## src/rtl/current_protect_ctrl.sv

```systemverilog
// rtl/current_protect_ctrl.sv - overcurrent protection sequencer for one power stage
// Debounces hysteretic over-limit ADC samples, trips to cooldown with bounded auto-retry, then lockout.
module current_protect_ctrl #(
  parameter logic [11:0] CURRENT_MAX     = 12'd2500,
  parameter logic [11:0] CURRENT_RELEASE = 12'd2300,
  parameter int          TRIP_COUNT      = 16,
  parameter int          COOLDOWN_CYCLES = 5000,
  parameter int          MAX_RETRIES     = 3
) (
  input  logic        clk,
  input  logic        rst_n,
  input  logic        enable_req,
  input  logic        sample_valid,
  input  logic [11:0] current_b_out,
  input  logic        fault_clear,
  output logic        power_en,
  output logic        current_high,
  output logic        trip_pulse,
  output logic        lockout,
  output logic [3:0]  retry_cnt,
  output logic [1:0]  state
);

  typedef enum logic [1:0] {
    S_OFF      = 2'd0,
    S_RUN      = 2'd1,
    S_COOLDOWN = 2'd2,
    S_LOCKOUT  = 2'd3
  } state_t;

  localparam int          TW          = $clog2(COOLDOWN_CYCLES + 1);
  localparam logic [TW-1:0] CD_LAST   = TW'(COOLDOWN_CYCLES - 1);
  localparam logic [7:0]  TRIP_LAST   = 8'(TRIP_COUNT - 1);
  localparam logic [3:0]  RETRY_LIMIT = 4'(MAX_RETRIES);

  state_t          r_state;
  state_t          w_state_next;
  logic            r_current_high;
  logic            r_trip_pulse;
  logic [3:0]      r_retry_cnt;
  logic [7:0]      r_over_cnt;
  logic [TW-1:0]   r_timer;

  logic w_over;
  logic w_healthy;
  logic w_trip;
  logic w_stay_run;
  logic w_stay_cd;

  assign w_over    = current_b_out >= CURRENT_MAX;
  assign w_healthy = current_b_out < CURRENT_RELEASE;
  // The edge accepting the TRIP_COUNT-th counted over-limit sample is the trip edge.
  assign w_trip    = (r_state == S_RUN) && sample_valid && w_over && (r_over_cnt >= TRIP_LAST);

  always_comb begin
    w_state_next = r_state;
    case (r_state)
      S_OFF: begin
        if (enable_req) w_state_next = S_RUN;
      end
      S_RUN: begin
        if (w_trip)
          w_state_next = (r_retry_cnt < RETRY_LIMIT) ? S_COOLDOWN : S_LOCKOUT;
        else if (!enable_req)
          w_state_next = S_OFF;
      end
      S_COOLDOWN: begin
        if (r_timer == CD_LAST) w_state_next = enable_req ? S_RUN : S_OFF;
      end
      S_LOCKOUT: begin
        if (fault_clear) w_state_next = S_OFF;
      end
      default: w_state_next = S_OFF;
    endcase
  end

  assign w_stay_run = (r_state == S_RUN) && (w_state_next == S_RUN);
  assign w_stay_cd  = (r_state == S_COOLDOWN) && (w_state_next == S_COOLDOWN);

  always_ff @(posedge clk or negedge rst_n) begin
    if (!rst_n) begin
      r_state        <= S_OFF;
      r_current_high <= 1'b0;
      r_trip_pulse   <= 1'b0;
      r_retry_cnt    <= 4'd0;
      r_over_cnt     <= 8'd0;
      r_timer        <= '0;
    end else begin
      r_state      <= w_state_next;
      r_trip_pulse <= w_trip;

      if (sample_valid) begin
        if (w_over)
          r_current_high <= 1'b1;
        else if (w_healthy)
          r_current_high <= 1'b0;
      end

      if (w_trip) begin
        if (r_retry_cnt != 4'hF) r_retry_cnt <= r_retry_cnt + 4'd1;
      end else if (fault_clear) begin
        r_retry_cnt <= 4'd0;
      end

      // Held at zero outside RUN so every entry into RUN starts a fresh debounce.
      if (w_stay_run) begin
        if (sample_valid) begin
          if (w_over) begin
            if (r_over_cnt != 8'hFF) r_over_cnt <= r_over_cnt + 8'd1;
          end else if (w_healthy) begin
            r_over_cnt <= 8'd0;
          end
        end
      end else begin
        r_over_cnt <= 8'd0;
      end

      if (w_stay_cd)
        r_timer <= r_timer + TW'(1);
      else
        r_timer <= '0;
    end
  end

  assign state        = r_state;
  assign power_en     = (r_state == S_RUN);
  assign lockout      = (r_state == S_LOCKOUT);
  assign current_high = r_current_high;
  assign trip_pulse   = r_trip_pulse;
  assign retry_cnt    = r_retry_cnt;

endmodule

```

## config.mk

```make
export PLATFORM = sky130hd
export DESIGN_NAME = current_protect_ctrl
export DESIGN_NICKNAME = d
export VERILOG_FILES = /design/src/rtl/current_protect_ctrl.sv
export SDC_FILE = /design/constraint.sdc
export NUM_CORES = 1
export LEC_CHECK = 0
export CELL_PAD_IN_SITES_DETAIL_PLACEMENT = 0
export CELL_PAD_IN_SITES_GLOBAL_PLACEMENT = 1
export CORE_UTILIZATION = 37
export DETAILED_ROUTE_END_ITERATION = 16
export PLACE_DENSITY = 0.84
export SLEW_MARGIN = 25
export SYNTH_ARGS = -nofsm -noshare
export SYNTH_HDL_FRONTEND = slang
export SYNTH_SLANG_ARGS = --single-unit
```

## constraint.sdc

```tcl
create_clock -name clk -period 2 [get_ports clk]
set_clock_uncertainty 0.05 [all_clocks]
set_input_delay 0.3 -clock clk [delete_from_list [all_inputs] [get_ports clk]]
set_output_delay 0.3 -clock clk [all_outputs]
set_load 0.1 [all_outputs]
```

==> summary.md <==
| Metric | Value |
|---|---|
| Syn_area_per_cell | `10.38 sq um` |
| Finished layout cell area | `2141 sq um` |
| Share of cells above drive strength 1 | `0.2886` |
| Fin crit period | `1947 ps` |
| First DRT Iteration DRCs | `70` |
| LEAKAGE | `1.001 nW` |
| Antenna Nets Post-Route | `0` |
| Yosys Warn Count | `0` |
| Reg2reg setup slack | `50 ps` |
| Top FF cell, synth | `dfrtp_1` |
| Die height | `67.74 microns` |
| GPL Wtd Cong | `0.7915` |
| Hold Path Class | `input pin to asynchronous set/reset pin` |
| Initial Util | `0.3913` |
| I/O pins | `27` |
| Worst skew pair latency | `280 ps` |
| Final period util | `0.9735` |
| Gate Count Post-Synth | `154` |
| Number of antenna violations at the first check in global routing | `0` |
| CP max FO | `6` |
| Total negative slack | `0 ps` |
| Seq cells post-synth | `29` |
| Final design utilization | `0.5239` |
| CTS tree | `done` |
| Critical path endpoint category | `flip-flop` |
| Placed wire-length estimate | `2.724 mm` |
| Async set or reset register ratio after synthesis | `1.000` |
| Final WL | `3.697 mm` |
| Max-Cap Viols | `0` |
| Final hold vios | `0` |
| CTS Buffer Depth | `2` |
| Hold slack final | `351.4 ps` |
| # setup viols final | `0` |
| Peak VDD IR | `0.0003072 V` |
| Layout net count | `220` |
| Gr ovfl total | `0` |
| Syn nets | `174` |
| TritonCTS Buffers | `5` |
| Worst slew pin tran | `415.9 ps` |
| Final Max Tran Viols | `0` |
| Placed Cells | `242` |
| Largest net degree at the start of global routing | `30` |
| FP Rows | `23` |
| Crit start category | `flip-flop` |
| Via count | `1374` |
| Wirelength per Cell | `14.73 microns` |
| Slowest-stage cell, CP | `or4_4` |
| Vias in the first global route | `1415` |
| Root Buffer Master | `clkbuf_8` |
| Critical path cell sequence | `or4_4 > o21a_4 > nand3_4 > buf_6 > inv_4 > mux2i_1 > a22o_1` |
| EDFF count, synth | `0` |
| 1st-pass router iterations | `4` |
| Sequential share of the synthesized area | `0.4538` |
| Clock sink count | `29` |
| CP arrival | `2060 ps` |
| Yosys top cell area share | `0.4538` |
| Synth cell types | `48` |
| Via/cell ratio | `5.474` |
| PwrDens | `544.7 nW/um^2` |
| Detailed-route DRC error count | `0` |
| All-Layer GR Usage | `0.1830` |
| Layout Cells excl Fill | `251` |
| Status | `complete, no violations` |
| Placed cell areas | `2033 sq um` |
| RSZ-0062 raised after global routing | `false` |
| CORE AREA | `4086 sq um` |
| Die width | `67.74 microns` |
| First-pass GRT wire length | `6.120 mm` |
| Slew margin rel. | `0.7198` |
| Worst EP required | `2110 ps` |
| Reg2Reg Depth | `7` |
| Crit-path max cell delay | `530 ps` |
| Mapped Area | `1599 sq um` |
| WS Path Type | `flip-flop to flip-flop` |
| Diodes inserted | `0` |
| CTS H-Tree Depth | `2` |
| Synth-to-Final Area Change | `33.88%` |
| Die area | `4589 sq um` |
| Synth top area cells | `dfrtp_1 (45%), xor2_1 (4.9%), nand3_1 (4.1%)` |
| Port bufs | `24` |
| Fmax | `0.5136 GHz` |
| Synth area leader | `dfrtp_1` |
| Clk pin slew, worst setup/hold paths | `60 ps` |
-- path summary, 6_finish.rpt --
path                                end           from
max reg2reg                retry_cnt[0]  r_over_cnt[7]
min reg2reg                  r_timer[0]     r_timer[0]
max in group asynchronous      state[0]          rst_n
min                          r_timer[9]          rst_n
min in group clk             r_timer[0]     r_timer[0]
max                        retry_cnt[0]  r_over_cnt[7]
-- layout make-up --
class | instances | area (sq um)
Sequential cell | 29 | 730.7
Inverter | 5 | 21.27
Clock inverter | 2 | 10.01
Fill cell | 370 | 1946
Clock buffer | 6 | 72.57
Tap cell | 50 | 62.56
Timing Repair Buffer | 41 | 371.6
Multi-Input combinational cell | 118 | 872.1
-- state kept, by name, summed over array words and instances, names as in the netlist --
name	count
r_timer	13
state	2
r_over_cnt	8
trip_pulse	1
retry_cnt	4
current_high	1
-- through the flow --
stage / power, mW / setup slack [ps]
floorplan: 0.6466 / -229.9
global route: 1.211 / 5.861
detailed placement: 0.7178 / -170.7
CTS: 1.186 / 21.59
finish: 1.166 / 52.92
global placement: 0.7151 / -71.21
-- routing by layer --
layer  wire, microns  GRT usage  vias to the layer above
met4              76    0.08777                        0
met5               0          0                        -
li1                -          -                      670
met1            1653     0.2120                      657
met2            1779     0.3094                       39
met3             187    0.04899                        8
-- Yosys cell counts (3+ instances only) --
| cell type | number |
|---|---|
| dfrtp_1 | 29 |
| nor2_1 | 16 |
| nand2_1 | 13 |
| nand3_1 | 13 |
| xor2_1 | 9 |
| a31o_2 | 5 |
| and3_1 | 5 |
| a31oi_1 | 4 |
| inv_1 | 4 |
| nand4_1 | 4 |
| ha_1 | 3 |
| o21a_1 | 3 |
| o21ai_0 | 3 |
-- cells in the final DEF (no fill, tap or decap), types with 3 or more instances in the layout --
master	netlist	routed
dfrtp_1	29	27
buf_4	0	24
nor2_1	16	16
clkdlybuf4s50_1	0	14
nand2_1	13	13
nand3_1	13	12
xor2_1	9	9
and3_1	5	5
a31o_2	5	5
clkbuf_8	0	5
nand4_1	4	4
inv_1	4	4
a31oi_1	4	4
o21ai_0	3	3
o21a_1	3	3
-- cells by family (layout without fill, tap and decap cells) --
family | Yosys count | count (layout) | share of synthesized area
simple gates | 70 | 70 | 0.2488
compound gates | 32 | 32 | 0.1776
flops | 29 | 29 | 0.4538
xor+xnor | 11 | 11 | 0.06026
buf+inv | 7 | 54 | 0.02347
fa+ha+maj | 3 | 3 | 0.02348
mux | 2 | 2 | 0.01252
-- critical path, delay by kind of cell, from the launching register on --
family	cells	cell delay, ps
AOI/OAI and AO/OA	2	470
muxes	1	130
and+or+nand+nor	2	590
DFF	1	420
buffers and inverters	2	170
-- what timing repair did --
item | 4_1_cts | 5_1_grt
hold endpoints to repair | 0 | 0
hold buffers | 0 | 0
gates resized for setup | 0 | 4
endpoints found under the setup margin | 0 | 15
buffers inserted | 0 | 1
-- power by group --
part           switching, mW  internal [mW]  leakage (nW)
sequential           0.00116          0.589         0.382
clock                  0.219          0.240        0.0450
combinational         0.0648         0.0521         0.574
No activity file was read; power rests on OpenSTA's default activity.
